==> config.mk <==
export PLATFORM = sky130hd
export DESIGN_NAME = reg_write_arbiter
export DESIGN_NICKNAME = d
export VERILOG_FILES = /design/src/rtl/reg_arb_pkg.sv /design/src/rtl/rr_arbiter.sv /design/src/rtl/reg_write_arbiter.sv
export SDC_FILE = /design/constraint.sdc
export NUM_CORES = 1
export LEC_CHECK = 0
export CORE_UTILIZATION = 35
export CTS_BUF_LIST = sky130_fd_sc_hd__clkbuf_2
export DETAILED_ROUTE_END_ITERATION = 6
export PLACE_DENSITY_LB_ADDON = 0.25
export SLEW_MARGIN = 15
export SYNTH_ARGS = -nofsm -noshare
export SYNTH_HDL_FRONTEND = slang
export SYNTH_HIERARCHICAL = 1
export SYNTH_SLANG_ARGS = --single-unit
==> constraint.sdc <==
create_clock -name CLK -period 2.42 [get_ports CLK]
set_clock_uncertainty 0.15 [all_clocks]
set_input_delay 0.363 -clock CLK [delete_from_list [all_inputs] [get_ports CLK]]
set_output_delay 0.363 -clock CLK [all_outputs]
set_load 0.1 [all_outputs]
==> src/rtl/reg_arb_pkg.sv <==
// Shared parameters, requester ids and writeback request type for the register-file write arbiter.
// Latency: n/a (declarations only).
// Backpressure: n/a (declarations only).
package reg_arb_pkg;

    localparam int N_REQ_DEF  = 3;
    localparam int ADDR_W_DEF = 5;
    localparam int DATA_W_DEF = 32;

    // Fixed requester slots on the writeback side
    localparam int REQ_ALU = 0;
    localparam int REQ_LSU = 1;
    localparam int REQ_MDU = 2;

    typedef struct packed {
        logic                  valid;
        logic [ADDR_W_DEF-1:0] addr;
        logic [DATA_W_DEF-1:0] data;
    } wb_req_t;

endpackage

==> src/rtl/rr_arbiter.sv <==
// Rotate-priority arbiter: first asserted req scanning ptr, ptr+1, ... wrapping at N-1.
// Latency: purely combinational, zero cycles.
// Backpressure: none here; the caller masks the grant when it cannot accept.
module rr_arbiter #(
    parameter int N     = 3,
    parameter int PTR_W = (N > 1) ? $clog2(N) : 1
) (
    input  logic [N-1:0]     req,
    input  logic [PTR_W-1:0] ptr,
    output logic [N-1:0]     gnt,
    output logic [PTR_W-1:0] gnt_idx,
    output logic             gnt_vld
);

    // Walk the requesters starting at ptr and grant the first one found
    always_comb begin
        gnt     = '0;
        gnt_idx = '0;
        gnt_vld = 1'b0;
        for (int k = 0; k < N; k++) begin
            int idx;
            idx = int'(ptr) + k;
            if (idx >= N) begin
                idx = idx - N;
            end
            if (!gnt_vld && req[idx]) begin
                gnt_vld  = 1'b1;
                gnt[idx] = 1'b1;
                gnt_idx  = PTR_W'(idx);
            end
        end
    end

endmodule

==> src/rtl/reg_write_arbiter.sv <==
// Round-robin share of the register-file write port among N_REQ writeback sources.
// Latency: one cycle from accept (Valid & Ready) to Write_Reg/Wr_Addr/Wr_Data; one write per cycle.
// Backpressure: Req_Ready is a one-hot grant, forced low by Stall or reset; losers hold their request.
// Build option: REG_WRITE_ARB_ZERO_FILTER_EN suppresses the write enable for accepted address-0 requests.
module reg_write_arbiter
    import reg_arb_pkg::*;
#(
    parameter int N_REQ  = N_REQ_DEF,
    parameter int ADDR_W = ADDR_W_DEF,
    parameter int DATA_W = DATA_W_DEF
) (
    input  logic                    CLK,
    input  logic                    RST_N,
    input  logic [N_REQ-1:0]        Req_Valid,
    input  logic [N_REQ*ADDR_W-1:0] Req_Addr,
    input  logic [N_REQ*DATA_W-1:0] Req_Data,
    output logic [N_REQ-1:0]        Req_Ready,
    input  logic                    Stall,
    output logic [ADDR_W-1:0]       Wr_Addr,
    output logic [DATA_W-1:0]       Wr_Data,
    output logic                    Write_Reg,
    output logic                    Busy
);

    localparam int PTR_W = (N_REQ > 1) ? $clog2(N_REQ) : 1;

    logic [PTR_W-1:0]  ptr_q, ptr_d;
    logic              wr_vld_q, wr_vld_d;
    logic [ADDR_W-1:0] wr_addr_q, wr_addr_d;
    logic [DATA_W-1:0] wr_data_q, wr_data_d;

    logic [N_REQ-1:0]  gnt;
    logic [PTR_W-1:0]  gnt_idx;
    logic              gnt_vld;
    logic              accept;
    logic [ADDR_W-1:0] sel_addr;
    logic [DATA_W-1:0] sel_data;

    rr_arbiter #(
        .N     (N_REQ),
        .PTR_W (PTR_W)
    ) u_rr_arbiter (
        .req     (Req_Valid),
        .ptr     (ptr_q),
        .gnt     (gnt),
        .gnt_idx (gnt_idx),
        .gnt_vld (gnt_vld)
    );

    // Grant is only exposed when the port can take a write this cycle
    always_comb begin
        accept    = gnt_vld && !Stall && RST_N;
        Req_Ready = accept ? gnt : '0;
        sel_addr  = Req_Addr[int'(gnt_idx)*ADDR_W +: ADDR_W];
        sel_data  = Req_Data[int'(gnt_idx)*DATA_W +: DATA_W];
    end

    // Next-state: register the winner, advance the pointer past it, hold data when idle
    always_comb begin
        ptr_d     = ptr_q;
        wr_vld_d  = 1'b0;
        wr_addr_d = wr_addr_q;
        wr_data_d = wr_data_q;
        if (accept) begin
            wr_addr_d = sel_addr;
            wr_data_d = sel_data;
`ifdef REG_WRITE_ARB_ZERO_FILTER_EN
            // r0 reads as zero: the request is consumed but never written
            wr_vld_d  = (sel_addr != '0);
`else
            wr_vld_d  = 1'b1;
`endif
            if (gnt_idx == PTR_W'(N_REQ - 1)) begin
                ptr_d = '0;
            end else begin
                ptr_d = gnt_idx + PTR_W'(1);
            end
        end
    end

    // State registers; reset discards any accepted-but-not-issued write
    always_ff @(posedge CLK or negedge RST_N) begin
        if (!RST_N) begin
            ptr_q     <= '0;
            wr_vld_q  <= 1'b0;
            wr_addr_q <= '0;
            wr_data_q <= '0;
        end else begin
            ptr_q     <= ptr_d;
            wr_vld_q  <= wr_vld_d;
            wr_addr_q <= wr_addr_d;
            wr_data_q <= wr_data_d;
        end
    end

    // Drive the register-file port and activity flag
    always_comb begin
        Write_Reg = wr_vld_q;
        Wr_Addr   = wr_addr_q;
        Wr_Data   = wr_data_q;
        Busy      = (|Req_Valid) || wr_vld_q;
    end

endmodule

==> results.cfg, run 1 <==
[status]
status = finished, violations left
violations = negative setup slack

[sta]
finalCritPeriodShare = 1.21
hold_viol = 0
fmax_mhz = 340
setup_ws_ps = -520
finalCriticalPeriod_ps = 2940
slew_violations = 0
tightest_slew_ps = 523
rsz0062_at_grt = yes
setup_violations = 42
tns_ps = -12350
slew_headroom = 0.651

[synth]
yosysSeqAreaShare = 0.373
synth_common_cells = nor2_1 (41), dfrtp_1 (40), mux2i_1 (39), nand2_1 (39), a31oi_1 (38)
ys_top_cells_by_area = dfrtp_1 (37%), mux2i_1 (15%), a31oi_1 (8.9%)
synth_most_common_cell = nor2_1
synth_top_family_by_area = simple AND/OR/NAND/NOR gates
synthDistinctLibCells = 37
synth_edf_count = 0
synthXorXnorAreaFrac = 0
ys_ff_latch = 40
synth-simple-area-share = 0.244
syn_inst = 298
synth_top_area_share = 0.373
synth.mux.area_fraction = 0.163
synth-adder-area-share = 0.0187
avgSynthCellArea_sq_um = 9.00
syn-num-nets = 419
dominantRegCellSynth = dfrtp_1
synth_top_cell_by_area = dfrtp_1
yosys_warnings = 6
synth_compound_area_frac = 0.119
syn-cell-area_sq_um = 2680
synth_async_sr_flop_share = 1.00

[die]
fp.dieH_um = 89.5
rows = 31
coreArea_sq_um = 7330
die_area_sq_um = 8010
initial_core_util = 0.366
ioPinCount = 159
chipWidth_um = 89.5

[clock_network]
htreeDepth = 2
cts_tree = yes
clk_pin_slew_worst_paths_ps = 210
clk-insertion-delay-late_ps = 400
cts.sinks = 40
cts_buffers = 5
ctsRootBufferMaster = clkbuf_2
clk_path_buf_depth = 2

[detailed_routing]
top_layer = met4
wl_met1_mm = 3.71
wl_met2_mm = 4.59
ant_nets = 0
vias = 2868
post_drt_wl_per_cell_um = 15.6
met3_length_um = 784
routed_wirelength_mm = 9.16
drcViolationCount = 0
drt_pre_antenna_iters = 4
drt_iter0_drc = 89
via_per_inst = 4.89

[worst_setup_path]
crit_start = ptr_q[0]
crit_chain = buf_6 -> ha_4 -> buf_4 -> nand3b_1 -> o21ai_2 -> or3_1 -> and3b_2 -> and2_4 -> buf_12
reg2reg_slack_ps = -370
timing.rr.start = ptr_q[1]
crit_arrival_ps = 2430
start_kind = register
max_stage_delay_ps = 450
cp-end-kind = output pin
critical_path_class = reg -> out
r2r-end = Wr_Data[2]
critPathRequiredTime_ps = 1910
r2r_cells = 10
cp_slowest_cell = dfrtp_1
crit_fanout = 9

[placed_design]
gp_congestion = 0.842
hpwlAfterDp_mm = 6.22
io_buffers = 158
place_ws_ps = -304

[finish]
layout.nets = 609
antenna_cells = 0
area_delta_synth_final_pct = 83.6
fillers = 595
drive_above_1_share = 0.307

[global_route]
grt_pass1_wl_mm = 13.5
grt_pass1_vias = 2795
antenna_found_initial = 0
grt_start_max_net_pins = 47
globalRouteTotalUtil = 0.226
grt.overflow.total = 0

[min_path]
holdPathStages = 3
hold_class = in -> reg
min_to = Wr_Data[5]
hold_start = Req_Data[37]

[job]
maxCapViolations = 0
[layout by cell type (no fill, tap or decap), drive strengths merged, types with 2 or more instances in the layout]
master,count
nor2b,2
dfrtp,40
clkbuf,6
nand3b,3
or2,37
o21ai,3
nand3,3
mux2,3
a31oi,38
clkdlybuf4s50,115
nor2,41
inv,3
mux2i,40
and2,3
ha,4
a21oi,3
nand2,39
buf,90
[flip-flops by register name (all words and copies together), names as in the netlist]
register	count
ptr_q	2
Wr_Data	32
Wr_Addr	5
Write_Reg	1
[cell type report]
| class | instances | area (sq um) | share of cell area |
|---|---|---|---|
| timing repair buffer | 207 | 2100 | 0.427 |
| multi-input combinational | 231 | 1650 | 0.335 |
| sequential | 40 | 1000 | 0.204 |
| tap | 99 | 124 | 0.0252 |
| clock buffer | 5 | 25.0 | 0.00508 |
| clock inverter | 2 | 12.5 | 0.00254 |
| inverter | 3 | 11.3 | 0.00229 |
[per-stage QoR]
stage / util / instances / hold WS, ps / cell area, sq um
floorplan: - / 298 / -82.6 / 2720
global placement: 0.597 / 557 / 344 / 4380
detailed placement: 0.597 / 557 / 357 / 4380
CTS: 0.662 / 584 / 314 / 4860
global route: 0.671 / 587 / 305 / 4920
finish: 0.671 / 587 / 340 / 4920
[per-layer routing]
| layer | vias to the layer above | global-route usage |
|---|---|---|
| li1 | 1409 | - |
| met5 | - | 0 |
| met2 | 136 | 0.409 |
| met1 | 1316 | 0.268 |
| met3 | 7 | 0.0637 |
| met4 | 0 | 0.0476 |
[critical path, delay by kind of cell, from the launching register on]
family	cells	cell delay (ps)
AOI/OAI and AO/OA	1	90
adders and majority gates	1	160
buffers and inverters	3	470
DFF	1	450
and+or+nand+nor	4	860
[worst max-delay path by stage]
stage	endpoint	slack [ps]	depth (start not counted)
floorplan	Req_Ready[0]	-210	10
global route	Req_Ready[0]	-620	8
finish	Req_Ready[0]	-520	9
detailed placement	ptr_q[1]	-300	7
global placement	ptr_q[1]	-240	7
CTS	Req_Ready[0]	-540	7
[what timing repair did]
item	CTS	global route
cloned	6	0
endpoints found under the hold margin	40	0
hold buffers	1	0
setup endpoints to repair	42	43
buffers inserted	15	4
resized for setup	59	14
pin swaps	70	17
[kinds of logic after synthesis]
kind of cell             after synthesis
buffers and inverters                 27
AND/OR/NAND/NOR                      134
adder cells (fa/ha/maj)                4
flip-flops                            40
AO/OA/AOI/OAI                         50
multiplexers                          43
Power of run 1 is not shown: default switching activity piles up to over one toggle a cycle in this logic, so the estimate is an artifact.
==> run 2, diff against run 1 <==
- SLEW_MARGIN: 15 -> default
==> results of run 2 <==
No change in the layout: final DEF, timing and power equal those of run 1.
Power of run 2 is left out for the same reason.
==> run 3, diff against run 2 <==
- PLACE_DENSITY: default -> 0.76
- PLACE_DENSITY_LB_ADDON: 0.25 -> default
==> run 3 against run 2 <==
Against the previous run:
- the run still ends with negative setup slack left
- die area unchanged
- fmax about the same
- via count down 0.66%
- design area down 1.3%
- worst setup slack about the same
- cell count down 0.34%
- global-route usage down 0.61 points
- critical path type unchanged
- largest cell class unchanged
==> results.cfg, run 3 (synthesized netlist as in run 1, its figures left out) <==
[clock_network]
htreeDepth = 2
ctsRootBufferMaster = clkbuf_2
clk_path_buf_depth = 2
clk_pin_slew_worst_paths_ps = 250
cts_tree = yes
cts.sinks = 40
clk-insertion-delay-late_ps = 410
cts_buffers = 5

[sta]
setup_ws_ps = -520
slew_headroom = 0.649
finalCriticalPeriod_ps = 2940
tns_ps = -12950
rsz0062_at_grt = yes
fmax_mhz = 340
setup_violations = 42
hold_viol = 0
slew_violations = 0
finalCritPeriodShare = 1.22
tightest_slew_ps = 526

[worst_setup_path]
reg2reg_slack_ps = -400
start_kind = register
crit_fanout = 5
critPathTopFamily = simple AND/OR/NAND/NOR gates
max_stage_delay_ps = 500
crit_start = ptr_q[1]
r2r-end = Wr_Data[8]
crit_arrival_ps = 2430
timing.rr.start = ptr_q[1]
critical_path_class = reg -> out
path_depth = 7
cp_slowest_cell = dfrtp_2
r2r_cells = 13
crit_chain = ha_4 -> mux2i_4 -> o21ai_2 -> or3_1 -> and3b_2 -> and2_4 -> buf_12
critPathRequiredTime_ps = 1910
cp_num_buf_inv = 1
cp-end-kind = output pin
critPathCapture = Req_Ready[0]

[finish]
largest_reg_flops = 32
stdcell_count = 585
area_delta_synth_final_pct = 81.1
multi_input_area_sq_um = 1570
layout.nets = 606
regArea_sq_um = 1000
final_cell_mix = clkdlybuf4s50_1 (115), buf_4 (64), nor2_1 (40)
mostFrequentLayoutCell = clkdlybuf4s50_1
antenna_cells = 0
fillers = 600
drive_above_1_share = 0.249

[detailed_routing]
post_drt_wl_per_cell_um = 15.2
routed_wirelength_mm = 8.87
drt_iter0_drc = 101
via_per_inst = 4.87
ant_nets = 0
vias = 2849
drcViolationCount = 0
drt_pre_antenna_iters = 4

[min_path]
hold_class = in -> reg

[placed_design]
place_ws_ps = -250
gp_congestion = 0.761
dp_cells = 557
io_buffers = 158
hpwlAfterDp_mm = 6.12

[global_route]
grt_start_max_net_pins = 53
grt_pass1_wl_mm = 13.2
grt_pass1_vias = 2814
globalRouteTotalUtil = 0.220
grt.overflow.total = 0
antenna_found_initial = 0

[die]
chipWidth_um = 89.5
ioPinCount = 159
fp.dieH_um = 89.5
initial_core_util = 0.366
rows = 31
die_area_sq_um = 8010
coreArea_sq_um = 7330

[status]
status = finished, violations left
violations = negative setup slack

[job]
maxCapViolations = 0
==> run 3: cell count changes in the layout (fill, tap and decap cells not counted), moves of 3 or more <==
cell and delta:
buf_16 -3, nand2_1 +25, or2_1 +4, buf_6 -4, nand2_2 -23, or2_0 -4
==> run 3: through the flow <==
step / cell area (sq um) / hold slack [ps] / util
final: 4860 / 297 / 0.663
after global routing: 4860 / 263 / 0.663
after CTS: 4840 / 278 / 0.661
after detailed placement: 4390 / 360 / 0.599
after global placement: 4390 / 355 / 0.599
after floorplan: 2720 / -82.6 / -
==> run 3: layout make-up <==
type / instances / share of cell area
multi-input cells: 231 / 0.323
inverters: 3 / 0.00232
clock inverters: 3 / 0.00953
well taps: 99 / 0.0255
flip-flops and latches: 40 / 0.206
repair buffers: 204 / 0.428
clock buffers: 5 / 0.00515
==> run 3: tightest hold or removal path: stages <==
cell and delay [ps]:
clkdlybuf4s50_1 400, nand2_1 50, a31oi_1 70
==> run 3: metal layers <==
layer / vias up / track usage / share of wire
met2: 117 / 0.395 / 0.51
met4: 0 / 0.0620 / 0.0091
met3: 8 / 0.0508 / 0.074
met1: 1318 / 0.263 / 0.41
li1: 1406 / - / -
met5: - / 0 / 0
==> run 3: worst min path at each step <==
stage | endpoint | depth (start not counted) | start
finish | Wr_Addr[2] | 3 | Req_Addr[7]
global route | Wr_Data[25] | 3 | Req_Data[57]
CTS | Wr_Data[30] | 3 | Req_Data[94]
detailed placement | Wr_Data[19] | 2 | RST_N
global placement | Wr_Addr[4] | 2 | RST_N
floorplan | Wr_Addr[0] | 0 | RST_N
==> run 3: timing repair <==
action / in CTS / in global routing
gates cloned: 6 / 1
gates resized for setup: 21 / 16
pin swaps: 16 / 22
endpoints found under the hold margin: 40 / 0
setup buffers: 15 / 2
hold buffers: 1 / 0
setup endpoints to repair: 42 / 42
Power of run 3 is left out for the same reason.
==> RTL edit 1 (config.mk and constraints of run 3) <==
Build with the macro `REG_WRITE_ARB_ZERO_FILTER_EN` defined.
--- a/src/rtl/reg_write_arbiter.sv
+++ b/src/rtl/reg_write_arbiter.sv
@@ -2,6 +2,8 @@
 // Latency: one cycle from accept (Valid & Ready) to Write_Reg/Wr_Addr/Wr_Data; one write per cycle.
 // Backpressure: Req_Ready is a one-hot grant, forced low by Stall or reset; losers hold their request.
 // Build option: REG_WRITE_ARB_ZERO_FILTER_EN suppresses the write enable for accepted address-0 requests.
+`define REG_WRITE_ARB_ZERO_FILTER_EN
+
 module reg_write_arbiter
     import reg_arb_pkg::*;
 #(
Formal check against the unedited RTL: not equivalent (a bounded check fails within 4 cycles, from zero or initial values and one cycle with RST_N low).
==> RTL edit 1 against run 3 <==
The run still ends with setup timing left. Area after synthesis down 2.6%. Final cell count grew 5.1%. Routed wire length is 22% higher. Register-to-register slack better by 20 ps. Worst setup slack gained 26 ps. First-iteration DRC count up 88%. Sequential cell count stayed put. Cell area rose by 9.7%. Non-clock buffer count increased by 19.
==> RTL edit 1: results (changes against run 3) <==
* Ranking of synthesized cells by area: dfrtp_1, mux2i_1, a21oi_1
* Slew @ Worst Pin at 520 ps (-5.69 ps)
* GRT Total Usage at 0.263 (+0.0427)
* DR iter-0 viols at 190 (+88%)
* Via density at 5.14 (+5.6%)
* Worst setup path endpoint: Req_Ready[1]
* Worst Reg-to-Reg Cells at 12 (-1)
* Setup violators final at 43 (+2.4%)
* Dpl cells at 572 (+2.7%)
* Fill cell count at 519 (-14%)
* CP Data Arrival Time at 2400 ps (-30 ps)
* Worst slack at placement at -321 ps (-70.4 ps)
* Power Total at 0.00871 W
* Worst setup margin at -495 ps (+25.5 ps)
* Flop2flop setup slack at -380 ps (+20 ps)
* Outcome: finished, violations left
* Mapped Cells at 307 (+3.0%)
* Mapped Nets at 428 (+2.1%)
* CP delay by family, top: buffers and inverters
* Multiplexer area fraction after synthesis at 0.176 (+0.0125)
* PostCTS Resize Cnt at 89 (+320%)
* Hold path startpoint: Wr_Data[1]
* Final nets at 636 (+5.0%)
* Hold Crit Depth at 2 (-1)
* Setup TNS at -13320 ps (-369 ps)
* Share of layout cells above drive strength 1 at 0.345 (+0.0960)
* Reg2reg end: Write_Reg
* HP Class: register to register
* DP Area at 0.00444 sq mm (+1.2%)
* Failing checks: setup timing
* Register area share after synthesis at 0.383 (+0.0100)
* Hold Path Sink: Wr_Data[1]
* Vias in the first global route at 3128 (+11%)
## RTL edit 1: changes by cell type in the layout (fill, tap and decap cells not counted), moves of 5 or more
cell            run 3  this run
a21oi_2             0        12
mux2i_1            38        31
a21oi_1             3        23
or2_0              24         0
mux2i_2             0         5
a31oi_1            38         2
buf_6               7        18
o21ai_1             1        33
a21oi_4             0         7
or2_1              13         0
## RTL edit 1: layout make-up
class | count | area [sq um] | share of cell area
Tap cell | 99 | 124 | 0.0233
Multi-Input combinational cell | 237 | 1810 | 0.340
Clock inverter | 1 | 3.75 | 0.000705
Sequential cell | 40 | 1000 | 0.188
Timing Repair Buffer | 223 | 2320 | 0.435
Inverter | 8 | 30.0 | 0.00564
Clock buffer | 7 | 35.0 | 0.00658
## RTL edit 1: metal layers
metal	GRT usage	up-vias	routed length, um
met1	0.310	1499	4190
met5	0	-	0
li1	-	1487	-
met3	0.0616	31	665
met2	0.468	146	5680
met4	0.0894	0	296
==> RTL edit 2 (settings of run 3) <==
Without the edit above. Reset style: synchronous (`RST_N`), changed in one clocked block.
--- a/src/rtl/reg_write_arbiter.sv
+++ b/src/rtl/reg_write_arbiter.sv
@@ -79,7 +79,7 @@
     end
 
     // State registers; reset discards any accepted-but-not-issued write
-    always_ff @(posedge CLK or negedge RST_N) begin
+    always_ff @(posedge CLK) begin
         if (!RST_N) begin
             ptr_q     <= '0;
             wr_vld_q  <= 1'b0;
Function: differs if RST_N is asserted again (counterexample within 4 cycles, from zero or initial values and one cycle with RST_N low); with RST_N held inactive, the same outputs for 10 cycles.
==> RTL edit 2 against run 3 <==
Cell area up 4.2%. Routed wire length rose by 12%. Die area decreased by 4.9%. Via count increased by 4.0%. Worst setup slack better by 190 ps. Core utilization is 7.0 points higher. Sequential cell count unchanged. The flow still finishes with violations (setup timing). Area after synthesis fell by 5.0%.
==> RTL edit 2: results (changes against run 3) <==
* First-pass DRT Iterations at 6 (+2)
* DR WL met3 at 511 um (-22%)
* Largest stage delay, worst path at 410 ps (-90 ps)
* Clock buffers at 6 (+1)
* Met2 Wirelength at 5.30 mm (+17%)
* Mapped Nets at 399 (-4.8%)
* Final nets at 589 (-2.8%)
* Ranking of synthesized cells by area: dfxtp_1, mux2i_1, a2bb2oi_1
* Met1 usage at 0.307 (+0.0432)
* Setup violators final at 41 (-2.4%)
* Mapped Cells at 278 (-6.7%)
* Worst-skew pair later-pin latency at 390 ps (-20 ps)
* First-pass GRT wire length at 15.2 mm (+15%)
* Synth top cells by count: a21oi_1, dfxtp_1, mux2i_1
* Setup TNS at -8980 ps (+3970 ps)
* Synth Area in Compound Gates at 0.350 (+0.230)
* Flop2flop setup slack at -290 ps (+110 ps)
* GRT Total Usage at 0.254 (+0.0339)
* Pin count of the biggest net entering global routing at 55 (+3.8%)
* HP Class: register to register
* Slew margin rel. at 0.702 (+0.0528)
* Area growth, synth to finish at 98.6%
* Failing checks: setup timing
* Clk pin slew, worst setup/hold paths at 230 ps (-20 ps)
* Area of the multi-input gates at 0.00193 sq mm (+23%)
* Via density at 5.25 (+7.7%)
* Share of layout cells above drive strength 1 at 0.384 (+0.135)
* Adder-cell share of the synthesized area at 0.0196 (+0.000981)
* Worst r2r src: ptr_q[0]
* Worst setup margin at -333 ps (+187 ps)
* FF/Latch Area at 808 sq um (-19%)
* Async set or reset register ratio after synthesis at 0 (-1.00)
* Metal1 wirelength at 3.94 mm (+9.5%)
* Outcome: finished, violations left
* Multi-input gates at 205 (-11%)
* Power Total at 0.00414 W
* DPL Wire Length at 6.78 mm (+11%)
* DP Area at 0.00441 sq mm (+0.48%)
* GR Layer Usage met3 at 0.0493 (-0.00150)
* Data buffer area share at 0.418 (-0.00947)
* Dpl cells at 542 (-2.7%)
* Worst Reg-to-Reg Cells at 14 (+1)
* Multiplexer area fraction after synthesis at 0.175 (+0.0115)
* Hold path startpoint: Wr_Addr[4]
* Worst path slowest cell: dfxtp_4
* Synth Flop Type: dfxtp_1
* Worst setup path endpoint: Req_Ready[2]
* Reg2reg end: Wr_Data[12]
* Worst slack at placement at -337 ps (-86.6 ps)
* Signal buffers at 211 (+3.4%)
* Inverters at 5 (+2)
* Critical path fanouts, max at 5 (unchanged)
* Register area share after synthesis at 0.314 (-0.0590)
* DIE AREA at 0.00762 sq mm (-4.9%)
* Detailed-route wire length per cell at 17.6 um (+16%)
* DR iter-0 viols at 168 (+66%)
==> RTL edit 2: worst reg2reg max path: cells and delay by family, from the launching register on <==
kind	cells	cell delay, ps
muxes	3	650
and+or+nand+nor	2	250
AOI/OAI and AO/OA	2	210
adders and majority gates	1	170
buffers and inverters	6	830
DFF	1	410
==> RTL edit 2: worst min-delay path by stage <==
stage	end	slack (ps)	cells after the start
after floorplan	ptr_q[1]	370	2
after global placement	Wr_Data[23]	370	2
after global routing	Wr_Data[27]	400	3
final	Wr_Addr[4]	410	2
after CTS	Wr_Addr[4]	410	2
after detailed placement	Wr_Addr[4]	380	2
==> RTL edit 2: timing repair <==
action                     in CTS  in global routing
cloned                          3                  1
setup endpoints to repair      38                 42
hold buffers                    0                  0
setup buffers                   8                  4
pin swaps                      81                  8
gates resized for setup        60                 19
